**src/rtl/enigma_return_path.sv**
```systemverilog
`timescale 1ns/1ps
// enigma_return_path
//
// Return (reflector-to-plugboard) half of an Enigma scrambler: a letter that
// has come back from the reflector is passed backward through the inverse
// wiring of the left (rotor I), middle (rotor II) and right (rotor III)
// rotors, one rotor per pipeline stage, with a valid/ready handshake on
// both sides. Ring settings are fixed at 0.
//
// Ports
//   clk        system clock, rising edge
//   rst        asynchronous reset, active low
//   in_valid   data_in and rotor positions are present
//   in_ready   block accepts the input this cycle
//   data_in    letter code from the reflector, 0=A .. 25=Z
//   pos_l      left rotor offset, 0..25
//   pos_m      middle rotor offset, 0..25
//   pos_r      right rotor offset, 0..25
//   out_valid  result present
//   out_ready  downstream accepts the result
//   data_out   ciphertext letter 0..25, or 31 for a flagged letter
//   err        letter or a position was out of range (qualified by out_valid)

module enigma_return_path (
  input  logic       clk,
  input  logic       rst,
  input  logic       in_valid,
  output logic       in_ready,
  input  logic [4:0] data_in,
  input  logic [4:0] pos_l,
  input  logic [4:0] pos_m,
  input  logic [4:0] pos_r,
  output logic       out_valid,
  input  logic       out_ready,
  output logic [4:0] data_out,
  output logic       err
);

  // Inverse wirings: entry k is the letter that k maps to on the way back.
  localparam logic [4:0] INV_I [26] = '{
    5'd20, 5'd22, 5'd24, 5'd6,  5'd0,  5'd3,  5'd5,  5'd15, 5'd21, 5'd25,
    5'd1,  5'd4,  5'd2,  5'd10, 5'd12, 5'd19, 5'd7,  5'd23, 5'd18, 5'd11,
    5'd17, 5'd8,  5'd13, 5'd16, 5'd14, 5'd9};
  localparam logic [4:0] INV_II [26] = '{
    5'd0,  5'd9,  5'd15, 5'd2,  5'd25, 5'd22, 5'd17, 5'd11, 5'd5,  5'd1,
    5'd3,  5'd10, 5'd14, 5'd19, 5'd24, 5'd20, 5'd16, 5'd6,  5'd4,  5'd13,
    5'd7,  5'd23, 5'd12, 5'd8,  5'd21, 5'd18};
  localparam logic [4:0] INV_III [26] = '{
    5'd19, 5'd0,  5'd6,  5'd1,  5'd15, 5'd2,  5'd18, 5'd3,  5'd16, 5'd4,
    5'd20, 5'd5,  5'd21, 5'd13, 5'd25, 5'd7,  5'd24, 5'd8,  5'd23, 5'd9,
    5'd22, 5'd11, 5'd17, 5'd10, 5'd14, 5'd12};

  // Reduce a 6-bit value (0..63) into 0..25. Two conditional subtractions
  // cover the whole 6-bit range, so even garbage from an out-of-range letter
  // or position still indexes the tables safely.
  function automatic logic [4:0] mod26(input logic [5:0] v);
    if (v >= 6'd52)
      return 5'(v - 6'd52);
    else if (v >= 6'd26)
      return 5'(v - 6'd26);
    else
      return 5'(v);
  endfunction

  // Pipeline stage registers. Each stage keeps only the positions that the
  // later rotors still need.
  logic       s1_valid, s1_err;
  logic [4:0] s1_letter, s1_pos_m, s1_pos_r;
  logic       s2_valid, s2_err;
  logic [4:0] s2_letter, s2_pos_r;
  logic       s3_valid, s3_err;
  logic [4:0] s3_letter;

  // Handshake chain: a stage may load when it is empty or its contents
  // move on in the same cycle. Depends only on state and out_ready.
  logic ready1, ready2, ready3;
  assign ready3 = !s3_valid || out_ready;
  assign ready2 = !s2_valid || ready3;
  assign ready1 = !s1_valid || ready2;

  // Gated by rst so the block reports not-ready while held in reset.
  assign in_ready = rst && ready1;

  logic in_err;
  assign in_err = (data_in > 5'd25) || (pos_l > 5'd25) ||
                  (pos_m > 5'd25) || (pos_r > 5'd25);

  // Per-stage rotor arithmetic: y = (INV[(x + p) mod 26] - p) mod 26.
  // Adding 26 before subtracting p keeps the difference non-negative.
  logic [4:0] s1_next, s2_next, s3_next;
  logic [4:0] inv1, inv2, inv3;
  assign inv1    = INV_I[mod26({1'b0, data_in} + {1'b0, pos_l})];
  assign s1_next = mod26({1'b0, inv1} + 6'd26 - {1'b0, pos_l});
  assign inv2    = INV_II[mod26({1'b0, s1_letter} + {1'b0, s1_pos_m})];
  assign s2_next = mod26({1'b0, inv2} + 6'd26 - {1'b0, s1_pos_m});
  assign inv3    = INV_III[mod26({1'b0, s2_letter} + {1'b0, s2_pos_r})];
  assign s3_next = mod26({1'b0, inv3} + 6'd26 - {1'b0, s2_pos_r});

  // Stage 1: capture the letter through rotor I along with the positions
  // the later stages need, so later position changes cannot touch it.
  always_ff @(posedge clk or negedge rst) begin
    if (!rst) begin
      s1_valid  <= 1'b0;
      s1_err    <= 1'b0;
      s1_letter <= 5'd0;
      s1_pos_m  <= 5'd0;
      s1_pos_r  <= 5'd0;
    end else if (ready1) begin
      s1_valid <= in_valid;
      if (in_valid) begin
        s1_err    <= in_err;
        s1_letter <= s1_next;
        s1_pos_m  <= pos_m;
        s1_pos_r  <= pos_r;
      end
    end
  end

  // Stage 2: rotor II.
  always_ff @(posedge clk or negedge rst) begin
    if (!rst) begin
      s2_valid  <= 1'b0;
      s2_err    <= 1'b0;
      s2_letter <= 5'd0;
      s2_pos_r  <= 5'd0;
    end else if (ready2) begin
      s2_valid <= s1_valid;
      if (s1_valid) begin
        s2_err    <= s1_err;
        s2_letter <= s2_next;
        s2_pos_r  <= s1_pos_r;
      end
    end
  end

  // Stage 3: rotor III; this register is the output and holds while stalled.
  always_ff @(posedge clk or negedge rst) begin
    if (!rst) begin
      s3_valid  <= 1'b0;
      s3_err    <= 1'b0;
      s3_letter <= 5'd0;
    end else if (ready3) begin
      s3_valid <= s2_valid;
      if (s2_valid) begin
        s3_err    <= s2_err;
        s3_letter <= s3_next;
      end
    end
  end

  // Outputs read as zero when nothing is presented; flagged letters show 31.
  assign out_valid = s3_valid;
  assign err       = s3_valid && s3_err;
  assign data_out  = !s3_valid ? 5'd0 : (s3_err ? 5'd31 : s3_letter);

endmodule

```
**config.mk**
```make
export PLATFORM = sky130hd
export DESIGN_NAME = enigma_return_path
export DESIGN_NICKNAME = d
export VERILOG_FILES = /design/src/rtl/enigma_return_path.sv
export SDC_FILE = /design/constraint.sdc
export NUM_CORES = 1
export LEC_CHECK = 0
export CORE_MARGIN = 2
export CORE_UTILIZATION = 45
export DETAILED_ROUTE_END_ITERATION = 8
export DONT_BUFFER_PORTS = 1
export GPL_TIMING_DRIVEN = 0
export PLACE_DENSITY = 0.65
export SLEW_MARGIN = 10
export SYNTH_ARGS = -nofsm -noshare
export SYNTH_HDL_FRONTEND = slang
export SYNTH_SLANG_ARGS = --single-unit
```
**constraint.sdc**
```tcl
create_clock -name clk -period 10.9 [get_ports clk]
set_clock_uncertainty 0.05 [all_clocks]
set_input_delay 0.545 -clock clk [delete_from_list [all_inputs] [get_ports clk]]
set_output_delay 0.545 -clock clk [all_outputs]
set_load 0.02 [all_outputs]
```
**Word-level counts from Yosys, hierarchy flattened**

Memory sizes are Yosys's and may differ from the RTL's.
Cells that the tools add are included.

- Input bits: 24
- Memories kept: 3
- RAM bits: 0
- Flip-flop bits (word level): 36
- Bits in latches: 0
- Bits in read-only memories: 480

- Div/mod/pow operators: 0
- Equality and inequality tests: 0
- Reduce and logical (&&, ||, !) cells: 14
- Multiply operators: 0
- Shift operators: 0
- Bitwise operators: 3
- Mux-type cells: 20
- $lt $le $gt $ge: 19
- Add/sub/neg operators: 21

Memories:

| memory | words | bits a word | read ports | clocked after Yosys merged registers in | write ports | line | text |
|---|---|---|---|---|---|---|---|
| (no name shown) | 32 | 5 | 1 | 0 | 0 | 96 | `assign inv3 = INV_III[mod26({1'b0, s2_letter} + {1'b0, s2_pos_r})];` |
| (no name shown) | 32 | 5 | 1 | 0 | 0 | 94 | `assign inv2 = INV_II[mod26({1'b0, s1_letter} + {1'b0, s1_pos_m})];` |
| (no name shown) | 32 | 5 | 1 | 0 | 0 | 92 | `assign inv1 = INV_I[mod26({1'b0, data_in} + {1'b0, pos_l})];` |

Operators with widths:

| cell | count |
|---|---|
| 5-bit 2-to-1 mux | 20 |
| 5-bit subtractor (second input constant) | 12 |
| 6-bit >= comparator (second input constant) | 9 |
| 6-bit by 5-bit >= comparator with 1-bit output (second input constant) | 6 |
| 5-bit > comparator (second input constant) | 4 |
| 5-bit by 5-bit adder with 6-bit output | 3 |
| 5-bit by 5-bit adder with 6-bit output (second input constant) | 3 |
| 5-bit NOT with 6-bit output | 3 |
| 6-bit by 5-bit subtractor with 6-bit output | 3 |
| 1-bit logical OR | 6 |
| 2-bit AND reduction | 3 |
| 1-bit zero test | 3 |
| 1-bit logical AND | 2 |

**Depth between registers and ports, before layout**

Gate-level depths: netlist of run 1.

- Depth after elaboration: 13
- Depth in mapped cells: 30
- Depth with buffers taken out: 30

**Worst setup path before layout of run 1**

OpenSTA, ideal clock, no wires.

- Kind: in2reg
- From: input port data_in[0]
- To: register s1_letter[3]
- Arrival time: 6.180 ns
- Required time: 10.718 ns
- Path buffers: 0
- Path slack: 4.538 ns
- Stages: 26
- Cells stage by stage: ha_1 -> fa_1 -> xor2_1 -> ha_1 -> or3b_1 -> a21oi_1 -> or4b_4 -> o21a_4 -> xnor2_1 -> ha_1 -> or2_2 -> a31oi_1 -> mux2_4 -> ha_1 -> inv_1 -> ha_1 -> fa_1 -> xnor2_1 -> inv_1 -> ha_1 -> a21oi_1 -> o21ai_0 -> a21oi_1 -> o21ai_0 -> a311oi_1 -> a21oi_1

- Longest elaborated chain between the ends: 13

Ends and longest elaborated chain:

| item | line | text |
|---|---|---|
| start, declared | 29 | `input logic [4:0] data_in,` |
| 5-bit by 5-bit adder with 6-bit output (*) | 92 |  |
| 5-bit subtractor / 6-bit by 5-bit >= comparator with 1-bit output (equally long branches) | 60, 59 |  |
| 5-bit 2-to-1 mux | 59 | `else if (v >= 6'd26)` |
| 5-bit 2-to-1 mux (*) | 57 | `if (v >= 6'd52)` |
| 5-bit NOT with 6-bit output (not written as such) (*) | 92 |  |
| memory 32 x 5 bit (*) | - |  |
| 5-bit 2-to-1 mux (not written as such) (*) (2 in series) | 92 |  |
| 5-bit by 5-bit adder with 6-bit output (*) | 93 | `assign s1_next = mod26({1'b0, inv1} + 6'd26 - {1'b0, pos_l});` |
| 6-bit by 5-bit subtractor with 6-bit output (*) | 93 |  |
| 5-bit subtractor / 6-bit by 5-bit >= comparator with 1-bit output (equally long branches) | 60, 59 |  |
| 5-bit 2-to-1 mux | 59 |  |
| 5-bit 2-to-1 mux (*) | 57 |  |
| end signal, assigned | 112 | `s1_letter <= s1_next;` |
| end, declared | 68 | `logic [4:0] s1_letter, s1_pos_m, s1_pos_r;` |

Every way passes the cells marked *; elsewhere a longest branch is shown, timed or not. The select of a mux whose other input is x is not followed.
A chain may end at the register's enable or synchronous reset.

**Worst setup path in the final report of run 1**

Ends and elaborated chain as after synthesis.

==> results of run 1 <==
critical path: cells and delay by family:
kind                       cells  cell delay, ps
adders and majority gates      7            2260
buffers and inverters          2             240
and+or+nand+nor                3            1000
xor gates and xnor gates       3            1340
AOI/OAI and AO/OA             10            1790
stage by stage:
step                hold WS (ps)  setup WS, ps   util  instance area, um^2
finish                      34.7          3810  0.490                 5340
global route                35.6          3230  0.490                 5340
CTS                         34.3          3820  0.490                 5340
detailed placement           202          3570  0.480                 5230
global placement             201          3850  0.480                 5230
floorplan                    199          4540      -                 5050
cell usage after synthesis, types with 2 or more instances:
master and count:
ha_1 96, inv_1 62, a21oi_1 47, nand2_1 41, nor2_1 37, dfrtp_1 36, o21ai_0 33, a21o_1 20
mux2_2 19, xnor2_1 19, nand3_1 13, a211oi_1 12, mux2i_1 12, o211ai_1 12, o21a_1 9, nand2b_1 8
clkbuf_1 7, fa_1 6, or3_1 6, and2_1 5, nor3b_1 5, o22ai_1 5, a22o_1 4, a31oi_1 4
nor4bb_1 4, a211o_1 3, a221oi_1 3, a22oi_1 3, a311oi_1 3, buf_2 3, nor2b_1 3, nor3_1 3
o211a_1 3, o32ai_1 3, xor2_1 3, a41oi_1 2, and4bb_2 2, buf_6 2, o21bai_1 2, o31a_1 2
or2_2 2
sequential cells by signal, summed over array words and instances, names as in the netlist:
signal / cells
s3_letter: 5
s1_pos_r: 5
s1_pos_m: 5
s1_valid: 1
s1_err: 1
out_valid: 1
s1_letter: 5
s2_letter: 5
s3_err: 1
s2_err: 1
s2_valid: 1
s2_pos_r: 5
final cells by class:
cell class	instances	area share
tap	140	0.0328
clock inverter	3	0.00352
multi-input combinational	482	0.722
clock buffer	5	0.0129
timing repair buffer	1	0.00375
buffer	13	0.0127
inverter	62	0.0436
sequential	36	0.169
cell families (layout without fill, tap and decap cells):
logic type      count (synthesis)  after routing  synth area share
compound gates                188            188             0.252
simple gates                  137            137             0.137
fa+ha+maj                     102            102             0.262
mux                            32             32            0.0691
xor+xnor                       23             23            0.0426
buf+inv                        75             84            0.0594
flops                          36             36             0.178
how the worst max path moves through the flow:
stage	endpoint	slack [ps]	depth (start not counted)	from
2_1_floorplan	s1_letter[3]	4540	26	data_in[0]
3_3_place_gp	s1_letter[3]	3850	25	data_in[0]
3_5_place_dp	s1_letter[3]	3570	25	data_in[0]
4_1_cts	s1_letter[3]	3820	25	data_in[0]
5_1_grt	s2_letter[3]	3230	26	s1_pos_m[0]
6_report	s1_letter[3]	3810	25	data_in[0]
per-layer routing:
| layer | share of wire | track usage |
|---|---|---|
| met1 | 0.44 | 0.220 |
| met2 | 0.50 | 0.351 |
| met3 | 0.049 | 0.0379 |
| met4 | 0.013 | 0.0434 |
| met5 | 0.0012 | 0 |
timing repair:
item,in CTS,in global routing
endpoints found under the hold margin,36,0
gates resized for setup,0,0
hold buffers,1,0
==> results.json, run 1 <==
{
  "max_stage_delay_ps": 510,
  "portBuffers": 0,
  "critPathSlowestCell": "or4b_4",
  "wl_per_cell_um": 15.0,
  "dieArea_mm2": 0.0121,
  "register_area_um2": 901,
  "arrival_ps": 7210,
  "core.rowCount": 38,
  "dp_cells": 733,
  "clk_path_buf_depth": 2,
  "maxSlewViolCount": 0,
  "grt_overflow": 0,
  "hp-class": "input port to async pin",
  "syn_area_mm2": 0.00505,
  "yosysTopAreaCellShare": 0.238,
  "reg2regPathDepth": 27,
  "crit_type": "input port to flip-flop",
  "post_cts_buffers": 0,
  "htree_levels": 2,
  "synth_edf_count": 0,
  "instances_no_fill": 742,
  "detailedRoute.firstPassIterationCount": 5,
  "routed_via_density": 5.78,
  "max_freq_mhz": 141,
  "synth_seq_area_share": 0.178,
  "final_cell_mix": "96 x ha_1, 62 x inv_1, 47 x a21oi_1",
  "critical_path.max_fanout": 6,
  "cts.sinks": 36,
  "fin_tns_setup_ps": 0,
  "drc": 0,
  "first_iter_violations": 223,
  "rrSetupSlack_ps": 3870,
  "dp_hpwl_um": 8880,
  "finalCritPeriodShare": 0.651,
  "period_minus_slack_ps": 7090,
  "slew_headroom": 0.478,
  "synth_top_area_cell": "ha_1",
  "crit_path_end_kind": "flip-flop",
  "async_flop_share": 1.00,
  "grt_pass1_wl_um": 18500,
  "ant_nets": 0,
  "dieHeight_um": 110,
  "r2r_start": "s2_pos_r[0]",
  "die_w_um": 110,
  "worst_slew_pin_slew_ps": 782,
  "timing.max_cap.violations": 0,
  "cts_tree": "built",
  "numCtsBuffers": 5,
  "root_buffer": "clkbuf_8",
  "clk_latency_ps": 290,
  "yosys.cell_types.count": 70,
  "hold_violations": 0,
  "start_util": 0.464,
  "routed_wl_um": 11100,
  "synth_ff_type": "dfrtp_1",
  "yosys_warnings": 0,
  "synth_seq_cells": 36,
  "status": "completed",
  "finalNetCount": 727,
  "cp.required_ps": 11020,
  "path_clk_slew_ps": 80,
  "core-area_mm2": 0.0109,
  "grt_max_degree": 37,
  "grt_pass1_vias": 4163,
  "syn2layout_area_growth_pct": 5.60,
  "antenna_cells": 0,
  "gr-usage-all-layers": 0.189,
  "rsz0062_at_grt": "no",
  "syn_nets": 719,
  "vias": 4288,
  "start_kind": "input port",
  "yosys-top-cells-area": "ha_1 24%, dfrtp_1 18%, a21oi_1 4.7%",
  "setup_viol_count_final": 0,
  "multi_input_area_mm2": 0.00385,
  "drive_gt1_frac": 0.0764,
  "crit_top_cell": "ha_1",
  "gp_routability_congestion": 0.856,
  "syn_inst": 593,
  "ios": 32,
  "antenna_found_initial": 1,
  "r2r-end": "s3_letter[3]",
  "syn-mean-instance-area_um2": 8.52,
  "fill_cells": 1033,
  "final_common_cell": "ha_1"
}
Power of run 1 is left out: the tool's default activity adds up to more than one toggle a clock period on the data nets, which glitch-free logic cannot reach.
==> run 2, diff against run 1 <==
Settings changed: PLACE_DENSITY 0.65 to 0.67.
Clock period 10.9 ns to 6.5 ns, I/O delays scaled along.
==> run 2 against run 1 <==
  * Global-route usage up 0.86 points
  * Clock-buffer cell count up 2
  * Die area unchanged
  * Setup slack worse by 3400 ps
  * Cell count up 0.67%
  * Critical endpoint is now s3_letter[3]
==> results.json, run 2 (synthesis results as in run 1) <==
{
  "htree_levels": 2,
  "setup_viol_count_final": 0,
  "critical_path.max_fanout": 10,
  "routed_wl_um": 11600,
  "detailedRoute.firstPassIterationCount": 4,
  "grt_pass1_wl_um": 19400,
  "core-area_mm2": 0.0109,
  "max_stage_delay_ps": 480,
  "crit_type": "flip-flop to flip-flop",
  "cp.required_ps": 6600,
  "root_buffer": "clkbuf_8",
  "first_iter_violations": 270,
  "maxSlewViolCount": 0,
  "start_util": 0.464,
  "timing.max_cap.violations": 0,
  "gp_routability_congestion": 0.905,
  "crit_family": "adder cells",
  "hp-start": "in_valid",
  "start_kind": "flip-flop",
  "syn2layout_area_growth_pct": 10.5,
  "grt_max_degree": 37,
  "slew_headroom": 0.597,
  "drive_gt1_frac": 0.129,
  "worst_slew_pin_slew_ps": 604,
  "antenna_found_initial": 1,
  "reg2regPathDepth": 26,
  "period_minus_slack_ps": 6130,
  "crit_path_end_kind": "flip-flop",
  "grt_pass1_vias": 4263,
  "portBuffers": 0,
  "path_buf_inv": 4,
  "core.rowCount": 38,
  "drc": 0,
  "dieHeight_um": 110,
  "fill_cells": 1006,
  "status": "completed",
  "clk_path_buf_depth": 2,
  "fin_tns_setup_ps": 0,
  "ant_nets": 0,
  "cts_tree": "built",
  "vias": 4352,
  "grt_overflow": 0,
  "final_common_cell": "ha_1",
  "gr-usage-all-layers": 0.197,
  "finalNetCount": 732,
  "r2r_start": "s2_pos_r[0]",
  "dp_hpwl_um": 9140,
  "hp-class": "input port to flip-flop",
  "die_w_um": 110,
  "r2r-end": "s3_letter[3]",
  "final_cell_mix": "95 x ha_1, 60 x inv_1, 43 x a21oi_1",
  "path_clk_slew_ps": 70,
  "worstHoldEndpoint": "s1_valid",
  "finalCritPeriodShare": 0.943,
  "max_freq_mhz": 163,
  "hold_violations": 0,
  "arrival_ps": 6220,
  "clk_latency_ps": 280,
  "rsz0062_at_grt": "no",
  "dieArea_mm2": 0.0121,
  "wl_per_cell_um": 15.5,
  "cts.sinks": 36,
  "critPathSlowestCell": "fa_2",
  "hold_depth": 1,
  "numCtsBuffers": 5,
  "routed_via_density": 5.83,
  "ios": 32,
  "rrSetupSlack_ps": 370,
  "crit_top_cell": "ha_1"
}
run 2: changes by cell type in the layout (fill, tap and decap cells not counted), moves of 3 or more:
cell / delta
a21oi_1: -4
a21oi_2: +4
xnor2_2: +4
buf_4: +4
fa_2: +4
o21ai_0: -3
fa_1: -4
xnor2_1: -6
run 2: routing by layer:
layer	up-vias	track usage	share of wire
met3	20	0.0344	0.045
met1	2072	0.252	0.45
met2	88	0.344	0.49
met5	-	0	0
li1	2172	-	-
met4	0	0.0488	0.018
run 2: stage by stage:
stage                     std cells  setup slack (ps)  area, um^2  hold WS (ps)   util
after floorplan                 593               358        5050         -20.6      -
after global placement          733              -312        5230         -19.5  0.480
after detailed placement        733              -501        5230         -19.4  0.480
after CTS                       744             0.645        5460          92.5  0.502
after global routing            747              26.0        5590           103  0.513
final                           747               372        5590           103  0.513
run 2: what timing repair did:
action	4_1_cts	5_1_grt
buffers inserted	2	2
gates cloned	0	0
endpoints found under the setup margin	11	11
pin swaps	3	6
gates resized for setup	12	27
endpoints found under the hold margin	36	0
hold buffers	2	0
run 2: worst max-delay path by stage:
stage,startpoint,end,slack [ps],cells past startpoint
global route,s2_pos_r[0],s3_letter[3],30,27
floorplan,data_in[0],s1_letter[3],360,26
detailed placement,data_in[0],s1_letter[3],-500,25
finish,s2_pos_r[0],s3_letter[3],370,26
CTS,s2_pos_r[0],s3_letter[3],0.6,27
global placement,data_in[0],s1_letter[3],-310,25
run 2: area by class of cell:
type | instances | area [um^2] | share of cell area
inverter | 62 | 233 | 0.0417
tap | 140 | 175 | 0.0314
buffer | 13 | 68.8 | 0.0123
multi-input combinational | 482 | 4050 | 0.725
sequential | 36 | 901 | 0.161
clock buffer | 7 | 96.3 | 0.0172
timing repair buffer | 6 | 60.1 | 0.0108
antenna | 1 | 2.50 | 0.000448
Power of run 2 is left out for the same reason.
